`src/rtl/lcd_pkg.sv`:
```
// Shared types and default strobe timing for the SPI-to-LCD bridge.
package lcd_pkg;

  typedef enum logic [1:0] {
    ST_IDLE  = 2'd0,
    ST_SETUP = 2'd1,
    ST_PULSE = 2'd2,
    ST_HOLD  = 2'd3
  } lcd_state_e;

  localparam int LCD_SETUP_CYC = 2;
  localparam int LCD_PULSE_CYC = 4;
  localparam int LCD_HOLD_CYC  = 2;

  function automatic int max3(input int a, input int b, input int c);
    int m;
    m = (a > b) ? a : b;
    return (m > c) ? m : c;
  endfunction

endpackage

```
`src/rtl/lcd_sync_fifo.sv`:
```
// Single-clock receive FIFO between the SPI deserialiser and the LCD strobe FSM.
module lcd_sync_fifo #(
  parameter int WIDTH = 9,
  parameter int DEPTH = 4
) (
  input  logic                     clk,
  input  logic                     rst,
  input  logic                     push,
  input  logic                     pop,
  input  logic [WIDTH-1:0]         din,
  output logic [WIDTH-1:0]         dout,
  output logic                     full,
  output logic                     empty,
  output logic [$clog2(DEPTH):0]   count
);
  localparam int AW = $clog2(DEPTH);

  logic [WIDTH-1:0] mem [DEPTH];
  logic [AW-1:0]    wr_ptr;
  logic [AW-1:0]    rd_ptr;
  logic             do_push;
  logic             do_pop;

  // push is honoured when not full, or when full and popping in the same cycle;
  // pop is ignored when empty. dout always shows the head word.
  assign full    = (count == (AW+1)'(DEPTH));
  assign empty   = (count == '0);
  assign do_pop  = pop & ~empty;
  assign do_push = push & (~full | do_pop);
  assign dout    = mem[rd_ptr];

  always_ff @(posedge clk) begin
    if (rst) begin
      wr_ptr <= '0;
      rd_ptr <= '0;
      count  <= '0;
    end else begin
      if (do_push) begin
        mem[wr_ptr] <= din;
        wr_ptr      <= wr_ptr + 1'b1;
      end
      if (do_pop) rd_ptr <= rd_ptr + 1'b1;
      case ({do_push, do_pop})
        2'b10:   count <= count + 1'b1;
        2'b01:   count <= count - 1'b1;
        default: count <= count;
      endcase
    end
  end

endmodule

```
`src/rtl/lcd_spi_bridge.sv`:
```
// SPI slave feeding a FIFO of {data,rs} words that are strobed onto an HD44780-style bus.
// Optional sticky overrun flag OVR is built only when LCD_SPI_OVR_EN is defined.
module lcd_spi_bridge
  import lcd_pkg::*;
#(
  parameter int DATA_W    = 8,
  parameter int DEPTH     = 4,
  parameter int SETUP_CYC = LCD_SETUP_CYC,
  parameter int PULSE_CYC = LCD_PULSE_CYC,
  parameter int HOLD_CYC  = LCD_HOLD_CYC
) (
  input  logic              CLK,
  input  logic              RST,
  input  logic              SSEL,
  input  logic              SCK,
  input  logic              MOSI,
  output logic [DATA_W-1:0] DLCD,
  output logic              RS,
  output logic              E,
  output logic              LCD_LE,
  output logic              BUSY,
  output lcd_state_e        STATE
`ifdef LCD_SPI_OVR_EN
  ,
  output logic              OVR
`endif
);
  localparam int BW = $clog2(DATA_W + 1);
  localparam int CW = $clog2(max3(SETUP_CYC, PULSE_CYC, HOLD_CYC) + 1);
  localparam int AW = $clog2(DEPTH);

  logic [1:0]      ssel_sy, sck_sy, mosi_sy;
  logic            sck_d;
  logic            sck_rise;
  logic [BW-1:0]   bit_cnt;
  logic [DATA_W:0] shreg;
  logic [DATA_W:0] push_word;
  logic [DATA_W:0] pop_word;
  logic            push, push_ok, pop;
  logic            fifo_full, fifo_empty;
  logic [AW:0]     fifo_count;
  logic            fifo_nz_nxt;
  logic [CW-1:0]   cyc;

  assign sck_rise  = sck_sy[1] & ~sck_d;
  // Shift right so that after DATA_W+1 bits frame bit 0 (rs) lands in bit 0.
  assign push_word = {mosi_sy[1], shreg[DATA_W:1]};
  assign push      = sck_rise & ~ssel_sy[1] & (bit_cnt == BW'(DATA_W)) & ~RST;
  assign push_ok   = push & (~fifo_full | pop);
  assign pop       = (STATE == ST_IDLE) & ~fifo_empty & ~RST;
  assign fifo_nz_nxt = push_ok | (fifo_count > (AW+1)'(1)) |
                       ((fifo_count == (AW+1)'(1)) & ~pop);

  always_ff @(posedge CLK) begin
    if (RST) begin
      ssel_sy <= 2'b11;
      sck_sy  <= 2'b00;
      mosi_sy <= 2'b00;
      sck_d   <= 1'b0;
      bit_cnt <= '0;
      shreg   <= '0;
    end else begin
      ssel_sy <= {ssel_sy[0], SSEL};
      sck_sy  <= {sck_sy[0], SCK};
      mosi_sy <= {mosi_sy[0], MOSI};
      sck_d   <= sck_sy[1];
      if (ssel_sy[1]) begin
        bit_cnt <= '0;
      end else if (sck_rise) begin
        shreg   <= push_word;
        bit_cnt <= (bit_cnt == BW'(DATA_W)) ? '0 : bit_cnt + 1'b1;
      end
    end
  end

  lcd_sync_fifo #(
    .WIDTH (DATA_W + 1),
    .DEPTH (DEPTH)
  ) u_fifo (
    .clk   (CLK),
    .rst   (RST),
    .push  (push_ok),
    .pop   (pop),
    .din   (push_word),
    .dout  (pop_word),
    .full  (fifo_full),
    .empty (fifo_empty),
    .count (fifo_count)
  );

  // BUSY is registered from next-cycle state and FIFO occupancy so it tracks exactly.
  always_ff @(posedge CLK) begin
    if (RST) begin
      STATE  <= ST_IDLE;
      cyc    <= '0;
      DLCD   <= '0;
      RS     <= 1'b1;
      E      <= 1'b1;
      LCD_LE <= 1'b0;
      BUSY   <= 1'b0;
    end else begin
      case (STATE)
        ST_IDLE: begin
          if (pop) begin
            DLCD  <= pop_word[DATA_W:1];
            RS    <= ~pop_word[0];
            STATE <= ST_SETUP;
            cyc   <= '0;
            BUSY  <= 1'b1;
          end else begin
            BUSY  <= fifo_nz_nxt;
          end
        end
        ST_SETUP: begin
          BUSY <= 1'b1;
          if (cyc == CW'(SETUP_CYC - 1)) begin
            STATE  <= ST_PULSE;
            cyc    <= '0;
            LCD_LE <= 1'b1;
            E      <= 1'b0;
          end else begin
            cyc <= cyc + 1'b1;
          end
        end
        ST_PULSE: begin
          BUSY <= 1'b1;
          if (cyc == CW'(PULSE_CYC - 1)) begin
            STATE  <= ST_HOLD;
            cyc    <= '0;
            LCD_LE <= 1'b0;
            E      <= 1'b1;
          end else begin
            cyc <= cyc + 1'b1;
          end
        end
        ST_HOLD: begin
          if (cyc == CW'(HOLD_CYC - 1)) begin
            STATE <= ST_IDLE;
            cyc   <= '0;
            BUSY  <= fifo_nz_nxt;
          end else begin
            cyc  <= cyc + 1'b1;
            BUSY <= 1'b1;
          end
        end
        default: STATE <= ST_IDLE;
      endcase
    end
  end

`ifdef LCD_SPI_OVR_EN
  always_ff @(posedge CLK) begin
    if (RST) OVR <= 1'b0;
    else if (push & ~push_ok) OVR <= 1'b1;
  end
`endif

endmodule
```
`config.mk`:
```
export PLATFORM = sky130hd
export DESIGN_NAME = lcd_spi_bridge
export DESIGN_NICKNAME = d
export VERILOG_FILES = /design/src/rtl/lcd_pkg.sv /design/src/rtl/lcd_sync_fifo.sv /design/src/rtl/lcd_spi_bridge.sv
export SDC_FILE = /design/constraint.sdc
export NUM_CORES = 1
export LEC_CHECK = 0
export ABC_AREA = 0
export CAP_MARGIN = 0
export CORE_ASPECT_RATIO = 1.5
export CORE_MARGIN = 2
export CORE_UTILIZATION = 50
export DETAILED_ROUTE_END_ITERATION = 10
export PLACE_DENSITY = 0.79
export SYNTH_ARGS = -nofsm -noshare
export SYNTH_HDL_FRONTEND = slang
export SYNTH_SLANG_ARGS = --single-unit
```
`constraint.sdc`:
```
create_clock -name CLK -period 3.1 [get_ports CLK]
set_input_delay 0.775 -clock CLK [delete_from_list [all_inputs] [get_ports CLK]]
set_output_delay 0.775 -clock CLK [all_outputs]
set_load 0.02 [all_outputs]
```
# Word-level counts from Yosys, hierarchy flattened
# Memory sizes are Yosys's and may differ from the RTL's. A register that Yosys moved wholly into a read port is not among the register bits.
# Cells that the tools add are included.
# W data, S select, Z words.
[word_totals]
ram_bits = 36
ff_bits = 44
output_inout_bits = 14
memories = 1
[classes]
n_lt_le_gt_ge = 1
n_reduce_logical = 11
n_addsub = 6
n_eq_ne = 14
bitwise_logic = 21
n_mux = 25
[mem_list]
columns = ["memory", "depth", "width", "rd", "rd_ports_with_merged_regs", "wr", "line", "rtl"]
rows = [
  ["u_fifo.mem", 4, 9, 1, 1, 1, "lcd_sync_fifo.sv:18", "logic [WIDTH-1:0] mem [DEPTH];"],
]
[ops]
columns = ["op", "n"]
rows = [
  ["$mux W2", 6],
  ["$and A1 B1 Y1", 10],
  ["$mux W1", 9],
  ["$mux W3", 3],
  ["$pmux W3 S3", 1],
  ["$ne A2 B2 Y1 const B", 4],
  ["$pmux W2 S4", 1],
  ["$not A1 Y1", 7],
  ["$add A3 B1 Y3 const B", 2],
  ["$eq A2 B2 Y1 const B", 3],
  ["$eq A3 B1 Y1 const B", 2],
  ["$pmux W3 S2", 1],
  ["$reduce_or A2 Y1", 3],
  ["$add A2 B1 Y2 const B", 2],
  ["$add A4 B1 Y4 const B", 1],
  ["$eq A2 B1 Y1 const B", 2],
  ["$eq A4 B4 Y1 const B", 1],
  ["$mux W4", 1],
  ["$or A1 B1 Y1", 4],
  ["$pmux W1 S2", 2],
  ["$reduce_and A2 Y1", 2],
  ["$reduce_and A4 Y1", 1],
  ["$reduce_bool A2 Y1", 2],
  ["$eq A3 B2 Y1 const B", 1],
  ["other kinds (7)", 7],
]

# Longest topological paths before layout
# Gate-level depths: netlist of the first run.
[logic_depth]
depth_word = 10
ltp_mapped = 10
mapped_depth_nobuf = 9

# Hierarchy
# A second synthesis of the first run with hierarchy kept.
[unflattened]
cells_unflattened = 281
hier_area_um2 = 3485.8
[by_module_without_submodules]
columns = ["module", "cells_per_inst", "instances", "seq_area_each_um2", "area_each_um2"]
rows = [
  ["lcd_sync_fifo", 113, 1, 1261.2, 1920.6],
  ["lcd_spi_bridge", 168, 1, 720.7, 1565.3],
]

# Least setup slack after synthesis of the first run
# No wires, ideal clock.
[synth_timing]
kind = "input port to flip-flop"
startpoint = "input RST"
endpoint = "register u_fifo.count[2]"
setup_ns = 0.071
slack_ns = 0.685
arrival_ns = 2.345
cell_stages = 7
cell_sequence = "or2_1 -> and4bb_2 -> buf_2 -> inv_1 -> ha_1 -> or3_2 -> a21oi_1"
[synth_between]
elab_chain_len = 7
[synth_lines]
columns = ["item", "line", "rtl"]
rows = [
  ["start: declaration", "lcd_spi_bridge.sv:13", "input logic RST,"],
  ["$not A1 Y1", "lcd_spi_bridge.sv:48, lcd_spi_bridge.sv:50", ""],
  ["$and A1 B1 Y1", "lcd_spi_bridge.sv:50", "assign pop = (STATE == ST_IDLE) & ~fifo_empty & ~RST;"],
  ["$or A1 B1 Y1 / $and A1 B1 Y1 (equally long branches)", "lcd_spi_bridge.sv:49, lcd_sync_fifo.sv:28", ""],
  ["$and A1 B1 Y1 / $or A1 B1 Y1 (equally long branches)", "lcd_spi_bridge.sv:49, lcd_sync_fifo.sv:29", ""],
  ["$and A1 B1 Y1", "lcd_sync_fifo.sv:29", "assign do_push = push & (~full | do_pop);"],
  ["$eq A2 B1 Y1 / $eq A2 B2 Y1 (equally long branches)", "lcd_sync_fifo.sv:43", "case ({do_push, do_pop})"],
  ["$pmux W3 S2 / $reduce_bool A2 Y1 (equally long branches)", "-", ""],
  ["end signal: assignment", "lcd_sync_fifo.sv:44", "2'b10: count <= count + 1'b1;"],
  ["end signal: assignment", "lcd_sync_fifo.sv:45", "2'b01: count <= count - 1'b1;"],
  ["end signal: assignment", "lcd_sync_fifo.sv:46", "default: count <= count;"],
  ["end: declaration", "lcd_sync_fifo.sv:14", "output logic [$clog2(DEPTH):0] count"],
]
# Parallel ways exist; a longest one is shown, timed or not.
# A chain may end at the register's enable or synchronous reset.

# Final worst setup path of the first run
# Ends and elaborated chain as after synthesis.

==> results.cfg, run 1 <==
[outcome]
status = completed

[clock_tree]
clk_pin_slew_ps = 80
cts_htree_levels = 3
cts_buffers = 9
cts_resized = 0
clk_path_buf_depth = 2
cts_setup_buffers = 0
holdBufCountCts = 0
clk_latency_ps = 350
cts_root_buf = clkbuf_8
cts.sinks = 81
cts_tree = done

[sta]
tns_ps = 0
max_freq_mhz = 401
relSlewSlack = 0.596
hold_viol = 0
min_period_ps = 2490
fin_skew_ps = 5.55
fin_crit_sh = 0.804
hold_ws_ps = 424
worst_pin_slew_ps = 605
drv_slew = 0
setup_viol = 0
rsz0062_at_grt = no

[power]
p_leak_uw = 0.00132
ir_drop_v = 0.000294
pwr_density_cell_mw_per_mm2 = 620

[worst_setup_path]
arrival_ps = 2780
r2r_slack_ps = 750
max_stage_delay_ps = 480
crit_path_start_kind = primary input
required_ps = 3380
crit_fanout = 5
worst-setup-path-type = in -> reg
timing.rr.start = u_fifo.count[0]
end_kind = flop
crit_start = RST
path_cells = clkdlybuf4s50_1, or2_1, and4bb_2, inv_1, ha_1, or3_2, a21oi_1
crit_slowest_cell = or3_2

[route]
drt_first_pass_iters = 4
drt_iter0_drc = 78
drc = 0
antenna_left = 0
vias = 1948
avgViaCountPerCell = 5.26
finalWirelength_microns = 5350
routedWlPerCell_microns = 14.5

[logic_synthesis]
synth_nets = 291
ys_ff_latch = 81
yosysUniqueCellTypes = 41
ys_seq_area_frac = 0.596
synth-edff-count = 36
ys.flop_type = dfxtp_1
synthCells = 266
syn_area_per_cell_sq_um = 12.5
synth-async-reset-ratio = 0
synth_warnings = 0
syn-cell-area_sq_mm = 0.00333

[grt]
track_usage = 0.162
grt_pass1_vias = 1996
grt-ovfl-total = 0
antenna_found_initial = 0
grt_max_degree = 40
grt_pass1_wl_microns = 9070

[job]
cap_violations = 0

[cells_and_area]
layout_commonest_cell = dfxtp_1
area_growth_syn_to_layout_pct = 13.5
final_cell_mix = 45 x dfxtp_1, 36 x edfxtp_1, 24 x nand2_1, 24 x nor2_1, 20 x ha_1
drive_gt1_frac = 0.126
multi_input_area_sq_mm = 0.00124
nNetsFinal = 314
post-route-util = 0.582
fillers = 533
regArea_sq_mm = 0.00198
num_antenna_cells = 0

[die]
core_area_sq_mm = 0.00649
die_w_microns = 70.6
die_area_sq_mm = 0.00733
io_pins = 19
placementRows = 36
fp.dieH_microns = 104
start_util = 0.513

[placement]
portBuffers = 18
routabilityCongestion = 0.834
dpl.hpwl_microns = 3860

[hold_path]
worstHoldPathType = reg -> reg
hold_start = ssel_sy[0]
## synthesized netlist by cell type (3+ instances only)
cell type,number,area share
ha_1,20,0.075
nor2_1,24,0.027
o21ai_0,4,0.0060
inv_1,15,0.017
mux4_2,9,0.061
nor3_1,3,0.0045
mux2i_1,11,0.033
a21oi_1,17,0.026
xnor2_1,3,0.0079
and2_1,4,0.0075
clkbuf_1,6,0.0068
xor2_1,5,0.013
dfxtp_1,45,0.27
edfxtp_1,36,0.33
or4_1,3,0.0068
nor2b_1,8,0.015
nand2_1,24,0.027
## per-layer routing
metal	vias up	global-route usage	routed length, microns
li1	971	-	-
met1	935	0.167	2110
met2	30	0.288	2950
met3	12	0.0407	143
met4	0	0.0957	146
met5	-	0	0
## power breakdown
| part | total [uW] | switching (uW) | internal [uW] |
|---|---|---|---|
| clock network | 747 | 376 | 372 |
| logic | 401 | 211 | 190 |
| registers | 1190 | 39.5 | 1150 |
## stage by stage
step	area, sq um	setup slack, ps	cells	power [uW]
after CTS	3780	625	370	2360
after global routing	3780	541	370	2450
after global placement	3580	351	354	1610
after floorplan	3330	685	266	1490
final	3780	609	370	2340
after detailed placement	3580	264	354	1620
## cell type report
class | count | share of cell area
Multi-Input combinational cell | 160 | 0.328
Timing Repair Buffer | 22 | 0.0557
Clock inverter | 7 | 0.0182
Inverter | 15 | 0.0149
Tap cell | 76 | 0.0252
Sequential cell | 81 | 0.525
Clock buffer | 9 | 0.0328
## state kept, by name, summed over array words and instances, names as in the netlist, named ones only
| name | count |
|---|---|
| u_fifo.mem | 36 |
| DLCD | 8 |
| shreg | 8 |
| bit_cnt | 4 |
| cyc | 3 |
| u_fifo.count | 3 |
| STATE | 2 |
| mosi_sy | 2 |
| sck_sy | 2 |
| ssel_sy | 2 |
| u_fifo.rd_ptr | 2 |
| u_fifo.wr_ptr | 2 |
| BUSY | 1 |
| E | 1 |
| LCD_LE | 1 |
| RS | 1 |
| sck_d | 1 |
## worst paths after layout
check                         end  cells after the start
setup / recovery  u_fifo.count[2]                      7
hold / removal         ssel_sy[1]                      1
setup reg to reg  u_fifo.count[2]                      8
hold reg to reg        ssel_sy[1]                      1
## critical path: cells and delay by family
kind / cells / cell delay [ps]
adders and majority gates: 1 / 340
and+or+nand+nor: 3 / 1030
buffers and inverters: 2 / 470
AOI/OAI and AO/OA: 1 / 150
## cells by family (layout without fill, tap and decap cells)
kind of cell | Yosys count | in the layout | synth area share
xor+xnor | 8 | 8 | 0.0211
fa+ha+maj | 20 | 20 | 0.0752
flops | 81 | 81 | 0.596
mux | 20 | 20 | 0.0941
simple gates | 82 | 82 | 0.126
buf+inv | 25 | 53 | 0.0312
compound gates | 30 | 30 | 0.0564
No activity file was read; power rests on OpenSTA's default activity.
==> run 2: changes to the inputs <==
==> constraint.sdc (replaced) <==
create_clock -name CLK -period 2.35 [get_ports CLK]
set_input_delay 0.5875 -clock CLK [delete_from_list [all_inputs] [get_ports CLK]]
set_output_delay 0.5875 -clock CLK [all_outputs]
set_load 0.02 [all_outputs]
==> results.cfg, run 2 (synthesized netlist as in run 1, its figures left out) <==
[outcome]
status = completed

[sta]
setup_viol = 0
relSlewSlack = 0.616
fin_crit_sh = 0.951
rsz0062_at_grt = no
min_period_ps = 2230
drv_slew = 0
worst_pin_slew_ps = 575
tns_ps = 0
max_freq_mhz = 448
hold_viol = 0
fin_skew_ps = 9.00

[placement]
portBuffers = 18
dpl.hpwl_microns = 3940
routabilityCongestion = 0.795

[route]
finalWirelength_microns = 5490
vias = 1991
drt_first_pass_iters = 4
antenna_left = 0
avgViaCountPerCell = 5.24
drt_iter0_drc = 63
drc = 0
routedWlPerCell_microns = 14.4

[cells_and_area]
layout_commonest_cell = dfxtp_1
drive_gt1_frac = 0.151
num_antenna_cells = 0
largest_register_ffs = 36
post-route-util = 0.601
nNetsFinal = 324
area_growth_syn_to_layout_pct = 17.3
top_regs = u_fifo.mem (36), DLCD (8), shreg (8)
final_cell_mix = 44 x dfxtp_1, 36 x edfxtp_1, 24 x nand2_1, 24 x nor2_1, 19 x ha_1
largest_register = u_fifo.mem

[die]
die_area_sq_mm = 0.00733
io_pins = 19
core_area_sq_mm = 0.00649
fp.dieH_microns = 104
start_util = 0.513
placementRows = 36
die_w_microns = 70.6

[worst_setup_path]
arrival_ps = 2520
required_ps = 2640
timing.rr.start = STATE[1]
end_kind = flop
worst-setup-path-type = reg -> reg
crit_start = STATE[1]
ff2ff_path_depth = 9
crit_fanout = 5
crit_path_start_kind = flop

[grt]
grt_pass1_vias = 2074
grt-ovfl-total = 0
grt_pass1_wl_microns = 9370
track_usage = 0.165
grt_max_degree = 25
antenna_found_initial = 0

[clock_tree]
cts_buffers = 9
clk_path_buf_depth = 2
clk_pin_slew_ps = 80
cts.sinks = 81
cts_tree = done
clk_latency_ps = 350
cts_htree_levels = 3
holdBufCountCts = 0
cts_root_buf = clkbuf_8

[power]
ir_drop_v = 0.000293
p_leak_uw = 0.00138
pwr_density_cell_mw_per_mm2 = 795
p_total_uw = 3100

[hold_path]
hold_start = ssel_sy[0]
hold_depth = 1
worstHoldPathType = reg -> reg

[job]
cap_violations = 0
## run 2: changes by cell type in the layout (fill, tap and decap cells not counted), moves of 2 or more
cell	before	now
buf_4	4	10
clkinv_1	1	3
inv_6	2	0
buf_12	0	4
## run 2: worst paths after layout
kind | endpoint | slack (ps)
max | u_fifo.count[2] | 120
min | ssel_sy[1] | 420
max reg2reg | u_fifo.count[2] | 120
min reg2reg | ssel_sy[1] | 420
## run 2: per-stage QoR
step / area (sq um) / std cells / hold WS, ps / setup slack [ps]
after global routing: 3900 / 380 / 436 / 7.95
after detailed placement: 3710 / 364 / 396 / -172
final: 3900 / 380 / 419 / 116
after floorplan: 3330 / 266 / 389 / 16.8
after CTS: 3900 / 380 / 415 / 96.4
after global placement: 3710 / 364 / 401 / -134
## run 2: critical path: stages, from the launching register on
cell	delay, ps
dfxtp_1	350
inv_1	130
ha_2	230
and3b_2	210
and4bb_2	290
inv_1	50
ha_1	200
mux2i_1	140
or3_2	420
a21oi_1	140
## run 2: final cells by class
cell class / count / area (sq um)
Clock buffer: 11 / 141
Tap cell: 76 / 95.1
Clock inverter: 5 / 46.3
Fill cell: 537 / 2590
Timing Repair Buffer: 32 / 335
Multi-Input combinational cell: 160 / 1240
Sequential cell: 81 / 1980
Inverter: 15 / 56.3
## run 2: metal layers
metal	global-route usage	up-vias	share of wire
met1	0.174	968	0.40
met3	0.0446	10	0.023
li1	-	993	-
met5	0	-	0
met2	0.295	20	0.55
met4	0.0809	0	0.022
## run 2: what timing repair did
action                     in CTS  in global routing
buffers inserted                0                  0
setup endpoints to repair       0                  1
resized for setup               0                  1
## run 2: power by group
part	internal (uW)	leakage, uW	total, uW	switching [uW]
Clock	508	0.0000958	971	463
Sequential	1520	0.000692	1570	50.9
Combinational	262	0.000587	557	294
Total	2290	0.00138	3100	809
==> run 3: changes to the inputs <==
--- a/config.mk
+++ b/config.mk
@@ -11,7 +11,9 @@
 export CORE_MARGIN = 2
 export CORE_UTILIZATION = 50
 export DETAILED_ROUTE_END_ITERATION = 10
+export HOLD_SLACK_MARGIN = 0.08
 export PLACE_DENSITY = 0.79
+export SETUP_SLACK_MARGIN = 0.02
 export SYNTH_ARGS = -nofsm -noshare
 export SYNTH_HDL_FRONTEND = slang
 export SYNTH_SLANG_ARGS = --single-unit
==> results.cfg, run 3 (synthesized netlist as in run 1, its figures left out) <==
[outcome]
status = completed

[die]
placementRows = 36
start_util = 0.513
core_area_sq_mm = 0.00649
die_area_sq_mm = 0.00733
io_pins = 19
fp.dieH_microns = 104
die_w_microns = 70.6

[power]
ir_drop_v = 0.000314
p_leak_uw = 0.00138
pwr_density_cell_mw_per_mm2 = 799
p_total_uw = 3120

[cells_and_area]
multi_input_area_sq_mm = 0.00124
stdcell_count = 380
layout_commonest_cell = dfxtp_1
final_area_sq_mm = 0.00391
top_regs = u_fifo.mem (36), DLCD (8), shreg (8)
drive_gt1_frac = 0.164
area_growth_syn_to_layout_pct = 17.6
final_cell_mix = 43 x dfxtp_1, 36 x edfxtp_1, 24 x nand2_1, 24 x nor2_1, 20 x ha_1
num_antenna_cells = 0
nNetsFinal = 324
regArea_sq_mm = 0.00198
fillers = 502
largest_register_ffs = 36
largest_register = u_fifo.mem
post-route-util = 0.603

[clock_tree]
clk_pin_slew_ps = 80
cts_htree_levels = 3
cts_root_buf = clkbuf_8
cts.sinks = 81
cts_resized = 0
cts_tree = done
cts_buffers = 9
clk_path_buf_depth = 2
cts_setup_buffers = 0
holdBufCountCts = 0
clk_latency_ps = 350

[worst_setup_path]
end_kind = flop
endpoint = u_fifo.count[2]
ff2ff_path_depth = 9
required_ps = 2630
crit_fanout = 5
timing.rr.start = STATE[0]
worst-setup-path-type = reg -> reg
r2r_slack_ps = 150
crit_start = STATE[0]
crit_path_start_kind = flop
r2r_end = u_fifo.count[2]
arrival_ps = 2480

[placement]
routabilityCongestion = 0.828
portBuffers = 18
dp.cells = 364
pre_cts_ws_ps = -174
postPlaceCellArea_sq_mm = 0.00371
dpl.hpwl_microns = 3780

[hold_path]
worstHoldPathType = reg -> reg
hold_depth = 1

[grt]
grt_pass1_vias = 1998
grt_pass1_wl_microns = 8930
grt_max_degree = 23
track_usage = 0.155
antenna_found_initial = 0
grt-ovfl-total = 0

[sta]
hold_viol = 0
fin_crit_sh = 0.935
worst_slack_ps = 152
setup_viol = 0
min_period_ps = 2200
worst_pin_slew_ps = 577
rsz0062_at_grt = no
drv_slew = 0
max_freq_mhz = 455
relSlewSlack = 0.615
fin_skew_ps = 7.38

[route]
finalWirelength_microns = 5180
drt_first_pass_iters = 4
antenna_left = 0
drc = 0
routedWlPerCell_microns = 13.6
vias = 1963
drt_iter0_drc = 84
avgViaCountPerCell = 5.17

[job]
cap_violations = 0
## run 3: cell count changes in the layout (fill, tap and decap cells not counted)
cell,change
ha_2,-1
inv_6,+2
dfxtp_2,+1
clkinvlp_4,+2
clkbuf_8,-1
clkinv_1,-3
ha_1,+1
clkbuf_1,-1
clkinv_4,+1
dfxtp_1,-1
## run 3: worst min path at each step
| stage | startpoint | to | slack [ps] |
|---|---|---|---|
| 3_3_place_gp | ssel_sy[0] | ssel_sy[1] | 400 |
| 4_1_cts | ssel_sy[0] | ssel_sy[1] | 420 |
| 3_5_place_dp | ssel_sy[0] | ssel_sy[1] | 400 |
| 2_1_floorplan | ssel_sy[0] | ssel_sy[1] | 390 |
| 5_1_grt | ssel_sy[0] | ssel_sy[1] | 420 |
| 6_report | ssel_sy[0] | ssel_sy[1] | 420 |
## run 3: worst max-delay path, stage by stage, from the launching register on
cell and delay (ps):
dfxtp_2 340, inv_1 110, ha_1 250, and3b_2 220
and4bb_2 290, inv_1 40, ha_1 200, mux2i_1 130
or3_2 400, a21oi_1 140
## run 3: area by class of cell
type / count / share of cell area
clock buffers: 9 / 0.0317
clock inverters: 7 / 0.0195
inverters: 15 / 0.0144
multi-input cells: 160 / 0.317
flip-flops and latches: 81 / 0.507
well taps: 76 / 0.0243
repair buffers: 32 / 0.0857
## run 3: power by group
group / switching [uW] / internal, uW / total (uW)
combinational: 290 / 258 / 548
clock: 507 / 497 / 1000
sequential: 49.9 / 1520 / 1570
total: 847 / 2280 / 3120
## run 3: stage by stage
step | hold slack, ps | TNS [ps]
floorplan | 389 | 0
global placement | 398 | -133
detailed placement | 399 | -183
CTS | 420 | 0
global route | 424 | 0
finish | 416 | 0
## run 3: per-layer routing
metal / vias up / wire (microns) / GRT usage / share of wire
met5: - / 0 / 0 / 0
met4: 0 / 86 / 0.0822 / 0.017
met3: 7 / 137 / 0.0329 / 0.026
met2: 27 / 2850 / 0.280 / 0.55
met1: 934 / 2110 / 0.166 / 0.41
li1: 995 / - / - / -
